$ cat config.mk
export PLATFORM = sky130hd
export DESIGN_NAME = cmul_frac_pipe
export DESIGN_NICKNAME = d
export VERILOG_FILES = /design/src/rtl/cmul_frac_pipe.sv
export SDC_FILE = /design/constraint.sdc
export NUM_CORES = 1
export LEC_CHECK = 0
export CAP_MARGIN = 20
export CELL_PAD_IN_SITES_DETAIL_PLACEMENT = 0
export CELL_PAD_IN_SITES_GLOBAL_PLACEMENT = 1
export CORE_ASPECT_RATIO = 1.5
export CORE_MARGIN = 2
export CORE_UTILIZATION = 32
export CTS_CLUSTER_DIAMETER = 30
export DETAILED_ROUTE_END_ITERATION = 12
export PLACE_DENSITY = 0.63
export RECOVER_POWER = 25
export SYNTH_ARGS = -nofsm -noshare
export SYNTH_HDL_FRONTEND = slang
export SYNTH_SLANG_ARGS = --single-unit
$ cat constraint.sdc
create_clock -name clk -period 3.5 [get_ports clk]
set_input_delay 0.525 -clock clk [delete_from_list [all_inputs] [get_ports clk]]
set_output_delay 0.525 -clock clk [all_outputs]
set_load 0.005 [all_outputs]
$ cat src/rtl/cmul_frac_pipe.sv
// cmul_frac_pipe: 3-stage pipeline computing y = round(x*K/2^S) with a rounding mode carried per sample.
// Define CMUL_FRAC_SAT_EN to saturate out-of-range results; otherwise they wrap to the low W bits.
module cmul_frac_pipe #(
   parameter int W = 5,
   parameter int K = 7,
   parameter int S = 3
) (
   input  logic                clk,
   input  logic                reset,
   input  logic signed [W-1:0] x,
   input  logic [1:0]          mode,
   input  logic                x_valid,
   output logic                x_ready,
   output logic signed [W-1:0] y,
   output logic                y_valid,
   input  logic                y_ready,
   output logic                ovf
);
   localparam int PW = W + 8;
   localparam int QW = W + 9;
   localparam logic signed [PW-1:0] kc   = PW'(K);
   localparam logic signed [QW-1:0] zero = QW'(0);
   localparam logic signed [QW-1:0] half = QW'(2 ** (S - 1));
   localparam logic signed [QW-1:0] frac = QW'(2 ** S - 1);
   localparam logic signed [QW-1:0] ymax = QW'(2 ** (W - 1) - 1);
   localparam logic signed [QW-1:0] ymin = QW'(-(2 ** (W - 1)));
   logic                en, v1, v2, hi, lo;
   logic signed [W-1:0] x1, yn;
   logic [1:0]          m1, m2;
   logic signed [PW-1:0] p2;
   logic signed [QW-1:0] bias, q;
   assign en = y_ready | ~y_valid;
   assign x_ready = en;
   // S1 captures the sample and its mode; S2 forms the exact product at full width
   always_ff @(posedge clk or negedge reset)
      if (!reset) begin
         v1 <= 1'b0;
         x1 <= '0;
         m1 <= '0;
         v2 <= 1'b0;
         p2 <= '0;
         m2 <= '0;
      end else if (en) begin
         v1 <= x_valid;
         x1 <= x;
         m1 <= mode;
         v2 <= v1;
         p2 <= PW'(x1) * kc;
         m2 <= m1;
      end
   // Mode-dependent bias before the arithmetic shift: negative bias-up gives truncation toward zero
   always_comb begin
      bias = m2 == 2'd1 ? zero : m2 == 2'd2 ? half : p2[PW-1] ? frac : zero;
      q = (QW'(p2) + bias) >>> S;
      hi = q > ymax;
      lo = q < ymin;
`ifdef CMUL_FRAC_SAT_EN
      yn = hi ? {1'b0, {(W-1){1'b1}}} : lo ? {1'b1, {(W-1){1'b0}}} : q[W-1:0];
`else
      yn = q[W-1:0];
`endif
   end
   // S3 registers the result and the sticky overflow flag; everything holds while stalled
   always_ff @(posedge clk or negedge reset)
      if (!reset) begin
         y <= '0;
         y_valid <= 1'b0;
         ovf <= 1'b0;
      end else if (en) begin
         y_valid <= v2;
         if (v2) y <= yn;
         if (v2 && (hi || lo)) ovf <= 1'b1;
      end
endmodule

== After elaboration in Yosys (flattened, before gate mapping) ==
Index checks and enable logic that the tools add are counted.

* Bits in registers: 27
* Word-level logic and storage cells: 24

* Eq/ne operators: 2
* Multipliers: 1
* Add/sub/neg operators: 1
* Order comparisons: 2
* Mux-type cells: 3
* Reductions and logical operators: 4
* Bitwise operators: 2

{| class="wikitable"
|+ Operators by type and width
! kind !! count
|-
| $add 9x4->10 || 1
|-
| $mul 5x4->9 const B || 1
|-
| $mux 3 || 3
|-
| $gt 7x5->1 const B || 1
|-
| $lt 7x5->1 const B || 1
|-
| $reduce_and 2->1 || 2
|-
| $eq 2x1->1 const B || 1
|-
| $eq 2x2->1 const B || 1
|-
| $logic_and 1x1->1 || 1
|-
| $logic_or 1x1->1 || 1
|-
| $not 1->1 || 1
|-
| $or 1x1->1 || 1
|}

== Depth between registers and ports, before layout ==
Gate-level depths: netlist of the first run.

* Depth after elaboration: 8
* Gate-level depth with buffers: 9
* Depth with buffers taken out: 9

== Worst setup path before layout of the first run ==
No wires, ideal clock.

* Path kind: flip-flop to flip-flop
* Start point: reg x1[2]
* End point: reg p2[6]
* Period minus slack after synthesis: 2459 ps
* Setup time: 139 ps
* Stages on the path, launching flop included: 10
* Buffers on the path: 0
* Data arrival time: 2320 ps
* Path slack: 1041 ps
* Required time: 3361 ps
* Cell sequence: dfrtp_1 > ha_1 > inv_1 > fa_1 > inv_1 > fa_1 > a21o_1 > a21oi_1 > xnor2_1 > a21oi_1

* Cells in the longest elaborated chain, start to end: 1

{| class="wikitable"
|+ Ends and longest elaborated chain
! element !! line !! text
|-
| from (decl) || 28 || <nowiki>logic signed [W-1:0] x1, yn;</nowiki>
|-
| from (signal assigned) || 38 || <nowiki>x1 <= '0;</nowiki>
|-
| from (signal assigned) || 45 || <nowiki>x1 <= x;</nowiki>
|-
| $mul 5x4->9 || 48 || <nowiki>p2 <= PW'(x1) * kc;</nowiki>
|-
| to (signal assigned) || 48 ||
|-
| to (decl) || 30 || <nowiki>logic signed [PW-1:0] p2;</nowiki>
|}

Every way passes these cells.
A chain may end at the register's enable or synchronous reset.

== Worst setup path in the final report of the first run ==
Ends and elaborated chain as after synthesis.

==> results of run 1 <==
flip-flops by register name, indices dropped and copies added, names as in the netlist, 2 cells and up:
register / flops
p2: 9
x1: 5
y: 5
m1: 2
m2: 2
power groups by stage:
stage | clock network [mW] | logic (mW) | registers, mW
floorplan | 0 | 0.577 | 0.525
global placement | 0 | 0.753 | 0.543
detailed placement | 0 | 0.771 | 0.550
CTS | 0.190 | 0.782 | 0.544
global route | 0.198 | 0.899 | 0.562
finish | 0.179 | 0.761 | 0.541
worst max-delay path, delay by kind of cell, from the launching register on:
family | cells | cell delay (ns)
buf+inv | 2 | 0.12
flops | 1 | 0.44
compound gates | 3 | 0.53
xor+xnor | 1 | 0.16
fa+ha+maj | 3 | 1.25
metrics by stage:
step / area [sq um] / hold slack [ns] / utilization, % / setup slack [ns]
3_5_place_dp: 1800 / 0.460 / 38.1 / 0.897
6_report: 1840 / 0.479 / 38.9 / 0.885
5_1_grt: 1840 / 0.506 / 38.9 / 0.654
3_3_place_gp: 1800 / 0.452 / 38.1 / 0.943
4_1_cts: 1850 / 0.484 / 39.0 / 0.874
2_1_floorplan: 1550 / 0.229 / - / 1.04
cells by family (layout without fill, tap and decap cells):
family          after synthesis  count (layout)  synth area share (%)
mux                           1               1                 0.647
simple gates                 73              73                  20.9
compound gates               25              25                  9.70
flops                        27              27                  43.7
buf+inv                      20              39                  5.42
xor+xnor                      8               8                  4.53
fa+ha+maj                    17              17                  15.2
cells in the final DEF (no fill, tap or decap), drive strengths merged, types with 2 or more instances in the layout:
cell type,instances
xor2,2
or4,2
a21o,2
fa,3
or3,4
nand2,49
nor2,6
a31oi,5
buf,2
nand3,3
o21ai,13
dfrtp,27
xnor2,6
clkdlybuf4s50,17
ha,14
inv,13
and2,2
a221oi,2
clkbuf,5
a21oi,3
final cells by class:
type	instances	area, sq um	area share (%)
multi-input combinational	124	788	42.8
sequential	27	676	36.7
timing repair buffer	21	199	10.8
tap	66	82.6	4.48
inverter	14	52.6	2.85
clock buffer	4	45.0	2.44
metal layers:
metal	vias up	GRT usage, %	wire length, um
met5	-	0	0
li1	604	-	-
met4	0	4.15	39
met1	552	15.0	1270
met3	4	1.30	75
met2	22	24.0	1670
worst max-delay path by stage:
stage                            from           endpoint  cells after the start
global placement    x1[2]$_DFFE_PN0N_  p2[6]$_DFFE_PN0N_                      9
finish              x1[2]$_DFFE_PN0N_  p2[6]$_DFFE_PN0N_                      9
floorplan           x1[2]$_DFFE_PN0N_  p2[6]$_DFFE_PN0N_                      9
global route        x1[2]$_DFFE_PN0N_  p2[6]$_DFFE_PN0N_                      9
detailed placement  x1[2]$_DFFE_PN0N_  p2[6]$_DFFE_PN0N_                      9
CTS                 x1[2]$_DFFE_PN0N_  p2[6]$_DFFE_PN0N_                      9
==> metrics.md, run 1 <==
| Metric | Value |
|---|---|
| DR pass1 iterations | `4` |
| Max-slew violation count | `0` |
| Via Count | `1,182` |
| Fmax | `382 MHz` |
| Tcrit/Tclk final | `74.7%` |
| Post-route DRC | `0` |
| CTS max path bufs | `2` |
| CTS Sinks | `27` |
| Commonest cells post-synth | `49 x nand2_1, 27 x dfrtp_1, 14 x ha_1, 13 x inv_1, 13 x o21ai_0` |
| IO Count | `19` |
| Class of the worst hold path | `register to register` |
| Placer Congestion | `0.749` |
| Syn Nets | `199` |
| Critical path launch point type | `register` |
| Cell count after placement | `252` |
| Outcome | `completed` |
| Vias in the first global route | `1,188` |
| Clk slew on worst S/H paths | `0.09 ns` |
| Slowest stage delay, CP | `0.49 ns` |
| CTS tree | `built` |
| CTS Hold Bufs | `0` |
| H-Tree Depth | `1` |
| Global-route wire length before repair | `5.30 mm` |
| Initial DRC count | `24` |
| Power per standard cell area | `804 nW/um^2` |
| Main synth FF type | `dfrtp_1` |
| WL final | `3.06 mm` |
| Global-route usage over all layers | `12.9%` |
| Top cell type's share of synthesized area | `43.7%` |
| Worst Max-Slew Pin Slew | `1.48 ns` |
| Hold Path End | `m1[0]$_DFFE_PN0N_` |
| Setup Viol. Count Final | `0` |
| # port buffers | `18` |
| Post-synth ARST share | `100%` |
| FF-to-FF path depth | `9` |
| Crit Path Category | `register to register` |
| CTS buffer count | `3` |
| # rows | `31` |
| Die height | `89.2 um` |
| Clk_lat worst skew | `0.27 ns` |
| Cell leakage power | `0.877 nW` |
| Yosys warnings | `0` |
| Mapped Area | `1550 sq um` |
| Wire per inst | `11.9 um` |
| Cell taking the most area after synthesis | `dfrtp_1` |
| Core ar. | `4730 sq um` |
| Area grow syn2layout | `19.1%` |
| Internal Power | `882 uW` |
| Switching share of power | `40.5%` |
| Endpoint class of the critical path | `register` |
| Initial Util | `32.7%` |
| Layout Cells excl Fill | `256` |
| Slowest cell on the critical path | `fa_1` |
| Die ar. | `5420 sq um` |
| Critical Path AT | `2.77 ns` |
| Worst-path cell chain | `ha_1 > inv_1 > fa_1 > inv_1 > fa_1 > a21o_1 > a21oi_1 > xnor2_1 > a21oi_1` |
| R2r setup slk | `0.88 ns` |
| Initial antenna violation count | `0` |
| GRT overflow | `0` |
| Critical hold path startpoint | `m1[0]$_DFFE_PN0N_` |
| Main area contributors after synthesis | `dfrtp_1 44%, nand2_1 12%, ha_1 11%, o21ai_0 4.2%, fa_1 3.9%` |
| RSZ-0062 raised after global routing | `no` |
| Mapped Cells | `171` |
| Number of fill cells in the layout | `517` |
| Diodes inserted | `0` |
| Final Skew | `0.00546 ns` |
| FF-to-FF End | `p2[6]$_DFFE_PN0N_` |
| Rel. slew slack | `1.03%` |
| Syn avg cell area | `9.05 sq um` |
| FF-to-FF Start | `x1[2]$_DFFE_PN0N_` |
| Largest net degree at the start of global routing | `28` |
| Data required, critical path | `3.66 ns` |
| Post_cts resized | `0` |
| Vias/cell | `4.62` |
| Setup Buffers After CTS | `0` |
| Die width | `60.8 um` |
| Post-synth cell types | `31` |
| Flop pwr share | `36.5%` |
| Max-cap violations | `0` |
| Number of synthesized flops with an enable pin | `0` |
| Net Switching | `600 uW` |
| Clk network pwr share | `12.1%` |
| Part of the power in combinational logic | `51.4%` |
| Final ANT Viol Nets | `0` |
| Worst Path Max Fanout | `5` |
| DP HPWL | `2.28 mm` |
| Final-report hold violation count | `0` |
| Register area share after synthesis | `43.7%` |
| Design Power | `1.48 mW` |
| FF+latch count, synth | `27` |
| Max IR drop VDD | `0.206 mV` |
| Setup_tns | `0 ns` |
| Count leader, synth | `nand2_1` |
| Share of cells above drive strength 1 | `3.68%` |
| CTS Root Cell | `clkbuf_8` |
| Hold Crit Depth | `2` |
| Fin nets | `219` |
| Min cycle time layout | `2.62 ns` |
(Power assumes the default switching activity.)
==> run 2: changes to the inputs <==
==> constraint.sdc (replaced) <==
create_clock -name clk -period 2.5 [get_ports clk]
set_input_delay 0.375 -clock clk [delete_from_list [all_inputs] [get_ports clk]]
set_output_delay 0.375 -clock clk [all_outputs]
set_load 0.005 [all_outputs]
==> run 2 against run 1 <==
Effect of this change: power rose by 50%; clock power grew 45%; routed wire length shrank 0.36%; critical path type unchanged; critical endpoint unchanged.
==> metrics.md, run 2 (synthesis gave the netlist of run 1 again) <==
| Metric | Value |
|---|---|
| Flop pwr share | `34.1%` |
| Area grow syn2layout | `24.4%` |
| Fin nets | `227` |
| Clk network pwr share | `11.7%` |
| Hold Path End | `m1[0]$_DFFE_PN0N_` |
| Max-cap violations | `0` |
| Worst Path Max Fanout | `3` |
| DR pass1 iterations | `4` |
| Class of the worst hold path | `register to register` |
| DP HPWL | `2.28 mm` |
| Power per standard cell area | `1150 nW/um^2` |
| Min cycle time layout | `2.35 ns` |
| Vias/cell | `4.53` |
| CTS Hold Bufs | `0` |
| Number of fill cells in the layout | `495` |
| Max reg flops | `9` |
| Final ANT Viol Nets | `0` |
| Clk slew on worst S/H paths | `0.10 ns` |
| Most frequent cells in the layout | `49 x nand2_1, 27 x dfrtp_1, 17 x clkdlybuf4s50_1` |
| Die width | `60.8 um` |
| Outcome | `completed` |
| # rows | `31` |
| Initial Util | `32.7%` |
| Placement Setup Slack | `-0.0667 ns` |
| Crit Path Category | `register to register` |
| IO Count | `19` |
| Max IR drop VDD | `0.347 mV` |
| Rel. slew slack | `1.43%` |
| Fmax | `426 MHz` |
| # port buffers | `18` |
| Design Power | `2.22 mW` |
| Via Count | `1,195` |
| Final Skew | `0.0103 ns` |
| Diodes inserted | `0` |
| Final worst setup slack | `0.152 ns` |
| Wire per inst | `11.5 um` |
| Max-slew violation count | `0` |
| Vias in the first global route | `1,151` |
| Global-route usage over all layers | `12.5%` |
| CTS max path bufs | `2` |
| CTS Root Cell | `clkbuf_8` |
| Setup Viol. Count Final | `0` |
| Tcrit/Tclk final | `93.9%` |
| Initial DRC count | `19` |
| FF-to-FF path depth | `8` |
| Final-report hold violation count | `0` |
| Global-route wire length before repair | `5.06 mm` |
| Post-route DRC | `0` |
| Critical path launch point type | `register` |
| CTS Sinks | `27` |
| RSZ-0062 raised after global routing | `no` |
| Largest net degree at the start of global routing | `28` |
| Die height | `89.2 um` |
| Worst Max-Slew Pin Slew | `1.48 ns` |
| CTS tree | `built` |
| H-Tree Depth | `1` |
| Layout Cells excl Fill | `264` |
| Placer Congestion | `0.825` |
| Endpoint class of the critical path | `register` |
| Die ar. | `5420 sq um` |
| Data required, critical path | `2.66 ns` |
| Biggest regs | `p2 (9), x1 (5), y (5)` |
| Hold Crit Depth | `2` |
| WL final | `3.05 mm` |
| Net Switching | `889 uW` |
| Most common cell after layout, fill and taps aside | `nand2_1` |
| Core ar. | `4730 sq um` |
| Biggest register | `p2` |
| GRT overflow | `0` |
| Initial antenna violation count | `0` |
| Cell leakage power | `0.914 nW` |
| Switching share of power | `40.1%` |
| FF-to-FF End | `p2[6]$_DFFE_PN0N_` |
| Critical hold path startpoint | `m1[0]$_DFFE_PN0N_` |
| FF-to-FF Start | `x1[0]$_DFFE_PN0N_` |
| CTS buffer count | `3` |
| R2r setup slk | `0.15 ns` |
| Clk_lat worst skew | `0.28 ns` |
| Critical Path AT | `2.51 ns` |
| Share of cells above drive strength 1 | `9.60%` |
| Internal Power | `1.33 mW` |
| Part of the power in combinational logic | `54.2%` |
| Cell count after placement | `257` |
==> run 2: worst max path at each step <==
stage	from	to	slack, ns
floorplan	x1[2]$_DFFE_PN0N_	p2[6]$_DFFE_PN0N_	0.04
global route	x1[2]$_DFFE_PN0N_	p2[6]$_DFFE_PN0N_	0.006
global placement	x1[2]$_DFFE_PN0N_	p2[8]$_DFFE_PN0N_	-0.02
finish	x1[0]$_DFFE_PN0N_	p2[6]$_DFFE_PN0N_	0.15
detailed placement	x1[2]$_DFFE_PN0N_	p2[6]$_DFFE_PN0N_	-0.07
CTS	x1[2]$_DFFE_PN0N_	p2[6]$_DFFE_PN0N_	0.01
==> run 2: power by group through the flow <==
stage	Clock, mW	Sequential (mW)	Combinational [mW]
detailed placement	0	0.769	1.15
global route	0.283	0.781	1.39
finish	0.259	0.755	1.20
floorplan	0	0.735	0.808
CTS	0.270	0.759	1.18
global placement	0	0.760	1.11
==> run 2: final cells by class <==
| cell class | count | area (sq um) | area share [%] |
|---|---|---|---|
| clock inverter | 1 | 7.51 | 0.390 |
| clock buffer | 3 | 41.3 | 2.14 |
| timing repair buffer | 29 | 259 | 13.5 |
| sequential | 27 | 676 | 35.1 |
| tap | 66 | 82.6 | 4.29 |
| inverter | 14 | 52.6 | 2.73 |
| multi-input combinational | 124 | 807 | 41.9 |
==> run 2: metal layers <==
| layer | vias up | routed length [um] | share of wire [%] | global-route usage (%) |
|---|---|---|---|---|
| li1 | 617 | - | - | - |
| met1 | 553 | 1290 | 42 | 14.9 |
| met2 | 21 | 1630 | 54 | 22.6 |
| met3 | 4 | 83 | 2.7 | 1.74 |
| met4 | 0 | 43 | 1.4 | 4.15 |
| met5 | - | 0 | 0 | 0 |
==> run 2: worst max-delay path, cell delays in order, from the launching register on <==
cell,delay (ns)
dfrtp_1,0.42
ha_1,0.33
ha_1,0.28
ha_1,0.22
fa_2,0.40
a21o_1,0.17
a21oi_2,0.18
xnor2_1,0.15
a21oi_1,0.08
==> run 2: metrics by stage <==
| step | utilization, % | hold slack (ns) | setup TNS [ns] | cell area [sq um] |
|---|---|---|---|---|
| after floorplan | - | 0.0794 | 0 | 1550 |
| after global placement | 38.9 | 0.452 | -0.0416 | 1840 |
| after detailed placement | 38.9 | 0.456 | -0.130 | 1840 |
| after CTS | 40.1 | 0.468 | 0 | 1900 |
| after global routing | 40.7 | 0.503 | 0 | 1930 |
| final | 40.7 | 0.479 | 0 | 1930 |
==> run 2: repair_timing <==
action / 4_1_cts / 5_1_grt
setup endpoints to repair: 2 / 2
resized for setup: 1 / 2
setup buffers: 1 / 2
pin swaps: 0 / 8
==> run 3: changes to the inputs <==
--- a/config.mk
+++ b/config.mk
@@ -13,6 +13,7 @@
 export CORE_UTILIZATION = 32
 export CTS_CLUSTER_DIAMETER = 30
 export DETAILED_ROUTE_END_ITERATION = 12
+export GPL_ROUTABILITY_DRIVEN = 0
 export PLACE_DENSITY = 0.63
 export RECOVER_POWER = 25
 export SYNTH_ARGS = -nofsm -noshare
==> results of run 3 <==
No change in the layout: final DEF, timing and power equal those of run 2.
